File: config.mk
export PLATFORM = sky130hd
export DESIGN_NAME = mem_port_arbiter
export DESIGN_NICKNAME = d
export VERILOG_FILES = /design/src/rtl/mem_port_arbiter.sv
export SDC_FILE = /design/constraint.sdc
export NUM_CORES = 1
export LEC_CHECK = 0
export CORE_ASPECT_RATIO = 0.9
export CORE_MARGIN = 4
export CORE_UTILIZATION = 25
export DETAILED_ROUTE_END_ITERATION = 6
export GPL_TIMING_DRIVEN = 0
export MAX_ROUTING_LAYER = met4
export PLACE_DENSITY = 0.61
export SYNTH_ARGS = -nofsm -noshare
export SYNTH_HDL_FRONTEND = slang
export SYNTH_SLANG_ARGS = --single-unit
File: constraint.sdc
create_clock -name Clk -period 4.75 [get_ports Clk]
set_clock_uncertainty 0.2 [all_clocks]
set_input_delay 0.95 -clock Clk [delete_from_list [all_inputs] [get_ports Clk]]
set_output_delay 0.95 -clock Clk [all_outputs]
set_load 0.02 [all_outputs]
File: src/rtl/mem_port_arbiter.sv
// rtl/mem_port_arbiter.sv - two-port round-robin memory arbiter with sub-word read-modify-write
module mem_port_arbiter #(
    parameter int READ_LAT   = 1,
    parameter bit FIRST_PORT = 1'b0
) (
    input  logic        Clk,
    input  logic        reset_n,
    input  logic        p0_req,
    input  logic        p0_wr,
    input  logic [1:0]  p0_size,
    input  logic [31:0] p0_addr,
    input  logic [31:0] p0_wdata,
    input  logic        p1_req,
    input  logic        p1_wr,
    input  logic [1:0]  p1_size,
    input  logic [31:0] p1_addr,
    input  logic [31:0] p1_wdata,
    output logic        p0_gnt,
    output logic        p0_done,
    output logic        p0_err,
    output logic        p1_gnt,
    output logic        p1_done,
    output logic        p1_err,
    output logic [31:0] rdata,
    output logic [31:0] mem_addr,
    output logic        mem_wr,
    output logic [31:0] mem_wdata,
    input  logic [31:0] mem_rdata,
    output logic        busy,
    output logic [2:0]  state_out
);
    typedef enum logic [2:0] {
        S_IDLE = 3'd0,
        S_RD   = 3'd1,
        S_WR   = 3'd2,
        S_ERR  = 3'd3
    } state_t;

    localparam logic [2:0] LAT = 3'(READ_LAT);

    state_t      state, state_nx;
    logic [2:0]  cnt;
    logic        last_grant, port_q, wr_q;
    logic [1:0]  size_q;
    logic [31:0] addr_q, data_q, rdata_q;

    logic        req_any, win, sel_wr, rd_last, done_any, err_any;
    logic [1:0]  sel_size;
    logic [31:0] sel_addr, sel_wdata, load_val, merged;

    // Round-robin: a lone requester always wins, a tie goes to the port not granted last.
    always_comb begin
        req_any   = p0_req | p1_req;
        win       = (p0_req && p1_req) ? ~last_grant : p1_req;
        sel_wr    = win ? p1_wr    : p0_wr;
        sel_size  = win ? p1_size  : p0_size;
        sel_addr  = win ? p1_addr  : p0_addr;
        sel_wdata = win ? p1_wdata : p0_wdata;
    end

    assign rd_last = (state == S_RD) && (cnt == LAT);

    // Lane extraction for loads and lane merge for sub-word stores share the same lane select.
    always_comb begin
        load_val = mem_rdata;
        merged   = mem_rdata;
        case (size_q)
            2'b01: begin
                load_val = {24'h0, mem_rdata[{addr_q[1:0], 3'b000} +: 8]};
                merged[{addr_q[1:0], 3'b000} +: 8] = data_q[7:0];
            end
            2'b10: begin
                load_val = {16'h0, mem_rdata[{addr_q[1], 4'b0000} +: 16]};
                merged[{addr_q[1], 4'b0000} +: 16] = data_q[15:0];
            end
            default: ;
        endcase
    end

    always_ff @(posedge Clk or negedge reset_n) begin
        if (!reset_n) begin
            state <= S_IDLE;
        end else begin
            state <= state_nx;
        end
    end

    always_comb begin
        state_nx = state;
        case (state)
            S_IDLE: begin
                if (req_any) begin
                    if (sel_size == 2'b11 || (sel_size == 2'b10 && sel_addr[0])) begin
                        state_nx = S_ERR;
                    end else if (sel_wr && sel_size == 2'b00) begin
                        state_nx = S_WR;
                    end else begin
                        state_nx = S_RD;
                    end
                end
            end
            S_RD:    if (rd_last) state_nx = wr_q ? S_WR : S_IDLE;
            S_WR:    state_nx = S_IDLE;
            S_ERR:   state_nx = S_IDLE;
            default: state_nx = S_IDLE;
        endcase
    end

    always_ff @(posedge Clk or negedge reset_n) begin
        if (!reset_n) begin
            cnt        <= '0;
            last_grant <= ~FIRST_PORT;
            port_q     <= 1'b0;
            wr_q       <= 1'b0;
            size_q     <= '0;
            addr_q     <= '0;
            data_q     <= '0;
            rdata_q    <= '0;
        end else begin
            if (state == S_RD) begin
                cnt <= rd_last ? 3'd0 : cnt + 3'd1;
            end else begin
                cnt <= 3'd0;
            end
            if (state == S_IDLE && req_any) begin
                port_q     <= win;
                last_grant <= win;
                wr_q       <= sel_wr;
                size_q     <= sel_size;
                addr_q     <= sel_addr;
                data_q     <= sel_wdata;
            end
            // Sub-word stores keep the merged word for the following write cycle.
            if (rd_last) begin
                if (wr_q) begin
                    data_q <= merged;
                end else begin
                    rdata_q <= load_val;
                end
            end
        end
    end

    always_comb begin
        p0_gnt    = 1'b0;
        p1_gnt    = 1'b0;
        mem_addr  = '0;
        mem_wr    = 1'b0;
        mem_wdata = '0;
        rdata     = rdata_q;
        done_any  = 1'b0;
        err_any   = 1'b0;
        case (state)
            S_IDLE: begin
                p0_gnt = req_any & ~win;
                p1_gnt = req_any & win;
            end
            S_RD: begin
                mem_addr = {addr_q[31:2], 2'b00};
                if (rd_last && !wr_q) begin
                    done_any = 1'b1;
                    rdata    = load_val;
                end
            end
            S_WR: begin
                mem_addr  = {addr_q[31:2], 2'b00};
                mem_wr    = 1'b1;
                mem_wdata = data_q;
                done_any  = 1'b1;
            end
            S_ERR: begin
                done_any = 1'b1;
                err_any  = 1'b1;
            end
            default: ;
        endcase
        p0_done = done_any & ~port_q;
        p1_done = done_any & port_q;
        p0_err  = err_any & ~port_q;
        p1_err  = err_any & port_q;
    end

    assign busy      = (state != S_IDLE);
    assign state_out = state;

endmodule

==> metrics.md <==
| Metric | Value |
|---|---|
| Tot Pwr | `7010 µW` |
| First-pass GRT wire length | `44.3 mm` |
| Final worst-path cycle share | `91.8%` |
| Worst hold slack | `0.263 ns` |
| Std cell rows | `57` |
| Placed cells | `1434` |
| Yosys reg bits | `106` |
| Yosys warnings | `0` |
| Fin cells | `1451` |
| Startpoint Class | `register` |
| Die ar. | `30600 µm²` |
| Sequential cell area | `2650 µm²` |
| Fin util | `38.5%` |
| Endpoints failing hold | `0` |
| Worst hold path class | `reg -> reg` |
| Yosys cell types | `53` |
| Most frequent cells in the layout | `clkdlybuf4s50_1, nand2_1, dfrtp_1, o21ai_0, and2_1` |
| Fmax | `0.229 GHz` |
| Final #Nets | `1274` |
| Post-DRT Antenna Nets | `0` |
| GRT overflow | `0` |
| Global placement routability congestion | `0.902` |
| DP HPWL | `24.0 mm` |
| Fill cells | `between 2000 and 3000` |
| Cell count after synthesis | `804` |
| Commonest non-fill, non-tap cell in the layout | `clkdlybuf4s50_1` |
| Final setup vio count | `0` |
| Crit-path cells | `inv_1 > ha_1 > buf_2 > buf_2 > clkinv_1 > a311oi_1 > o31ai_1 > clkdlybuf4s50_1` |
| Async S/R FF share, synth | `100%` |
| Worst slew pin tran | `0.904 ns` |
| Vias per inst | `slightly above 5` |
| Reg-to-reg critical path startpoint | `addr_q[1]` |
| Worst stage delay on the critical path | `0.59 ns` |
| # DRC | `0` |
| P_leak | `0.00425 µW` |
| Most Frequent Cell on Critical Path | `buf_2` |
| Pwr/cell area | `approximately 670 nW/µm²` |
| Port bufs | `273` |
| Final worst slack | `between 0.3 and 0.4 ns` |
| Post-CTS setup buffer count | `0` |
| I/O pins | `277` |
| Via count | `7431` |
| Die width | `184 µm` |
| Most used DFF post-synth | `dfrtp_1` |
| Total CTS buffers | `9` |
| Reg clk slew, reported paths | `0.08 ns` |
| # H-tree levels | `3` |
| Slew HR | `39.2%` |
| Largest net degree at the start of global routing | `76` |
| Syn Area/Cell | `just under 9 µm²` |
| Slew Viols, Final | `0` |
| Share of cells above drive strength 1 | `6.11%` |
| TritonCTS clock tree | `built` |
| Crit path launch | `size_q[0]` |
| Slowest cell on crit path | `clkdlybuf4s50_1` |
| Number of synthesized flops with an enable pin | `0` |
| Die Span Y | `166 µm` |
| Status | `completed` |
| Clock tree buffer depth | `2` |
| Critical Path Fanout Max | `10` |
| Iter 0 DRT Violations | `548` |
| Minimum clock period | `4.36 ns` |
| Cts repair resizes | `0` |
| Vias in the first global route | `~7300` |
| Data required, critical path | `3.60 ns` |
| Drt first pass iters | `6` |
| Top delay family on crit path | `buffers and inverters` |
| Worst Min Path Start | `addr_q[24]` |
| MaxCap Viol Count | `0` |
| Post-Place Setup Slack | `0.433 ns` |
| Clock Root Buffer | `clkbuf_16` |
| Crit path kind | `reg -> out` |
| Antenna violations before repair | `1` |
| Area of the multi-input gates | `about 4000 µm²` |
| All-Layer GR Usage | `19.4%` |
| RSZ-0062 raised after global routing | `no` |
| WL per Instance | `20.5 µm` |
| CORE AREA | `27200 µm²` |
| Final wirelength | `between 20 and 30 mm` |
| Layout area overhead | `50.6%` |
| Syn Std Cell Area | `a little under 7000 µm²` |
| CTS Sinks | `106` |
| Cts hold-fix bufs | `0` |
| VDD IR max | `0.000226 V` |
| Buf/Inv on CP | `5` |
| Crit path DAT | `3.21 ns` |
| Seq/Total Area, Yosys | `38.1%` |
| Initial Util | `25.6%` |
| Clk_lat worst skew | `0.37 ns` |
| Worst setup EP type | `output pin` |
-- worst reg2reg max path: cells and delay by family, from the launching register on --
| family | cells | cell delay (ns) |
|---|---|---|
| buf+inv | 3 | 0.46 |
| compound gates | 2 | 0.50 |
| flops | 1 | 0.39 |
| fa+ha+maj | 1 | 0.36 |
| simple gates | 2 | 0.82 |
-- layout make-up --
| type | instances | area share, % |
|---|---|---|
| Antenna cell | 1 | 0.0239 |
| Buffer | 74 | 3.34 |
| Clock buffer | 9 | 2.15 |
| Clock inverter | 7 | 0.776 |
| Inverter | 10 | 0.358 |
| Multi-Input combinational cell | 616 | 37.5 |
| Sequential cell | 106 | 25.3 |
| Tap cell | 354 | 4.22 |
| Timing Repair Buffer | 274 | 26.3 |
-- routing by layer --
layer / global-route usage, % / routed length, µm / vias up / share of wire, %
met1: 25.9 / 13100 / 3565 / 44
met5: - / 0 / - / 0
met2: 30.0 / 13700 / 339 / 46
met3: 5.48 / 2710 / 16 / 9.1
met4: 3.41 / 303 / 0 / 1.0
li1: - / - / 3511 / -
-- cells in the mapped netlist, types with 9 or more instances --
cell      number  area [µm²]
buf_2         18        90.1
o22ai_1       31         194
o31ai_1       17         128
a221oi_1       9        78.8
a211oi_1      47         353
mux2i_1       30         300
clkbuf_1      43         161
a21oi_1        9        45.0
and3_1        16         100
nand2_1      107         402
ha_1          13         163
nor2_1        25        93.8
and2_1        66         413
o21ai_0       90         450
mux2_2         9         101
nor2b_1       37         231
dfrtp_1      105        2630
a22oi_1       30         225
nand2b_1       9        56.3
-- state kept, by name (all words and copies together) (netlist names) --
register and count:
rdata_q 32, addr_q 32, size_q 2, port_q 1, wr_q 1, last_grant 1
cnt 3, data_q 32, state_out 2
-- worst paths after layout --
kind	endpoint	slack [ns]	cells after the start
min	addr_q[24]	0.26	2
max reg2reg	data_q[15]	1.94	8
min in group asynchronous	rdata_q[15]	0.27	1
max	rdata[5]	0.39	8
min reg2reg	addr_q[24]	0.26	2
max in group asynchronous	last_grant	3.36	2
-- kinds of logic (layout without fill, tap and decap cells) --
logic type	Yosys count	after routing	share of synthesized area [%]
xor gates and xnor gates	1	1	0.126
AOI/OAI and AO/OA	284	284	27.3
DFF	106	106	38.1
buffers and inverters	84	374	5.57
and+or+nand+nor	276	276	20.7
muxes	39	39	5.77
other	1	4	0.0539
adders and majority gates	13	13	2.34
-- report_power, final --
part | internal [µW] | switching [µW]
Clock | 377 | 412
Combinational | 1900 | 2670
Sequential | 1360 | 301
-- per-stage QoR --
stage | TNS, ns | cell area [µm²]
detailed placement | 0 | 10200
CTS | 0 | 10500
floorplan | 0 | 6970
finish | 0 | 10500
global route | 0 | 10500
global placement | -211.21 | 10100
Note: power is estimated with default switching activity, not from simulation.
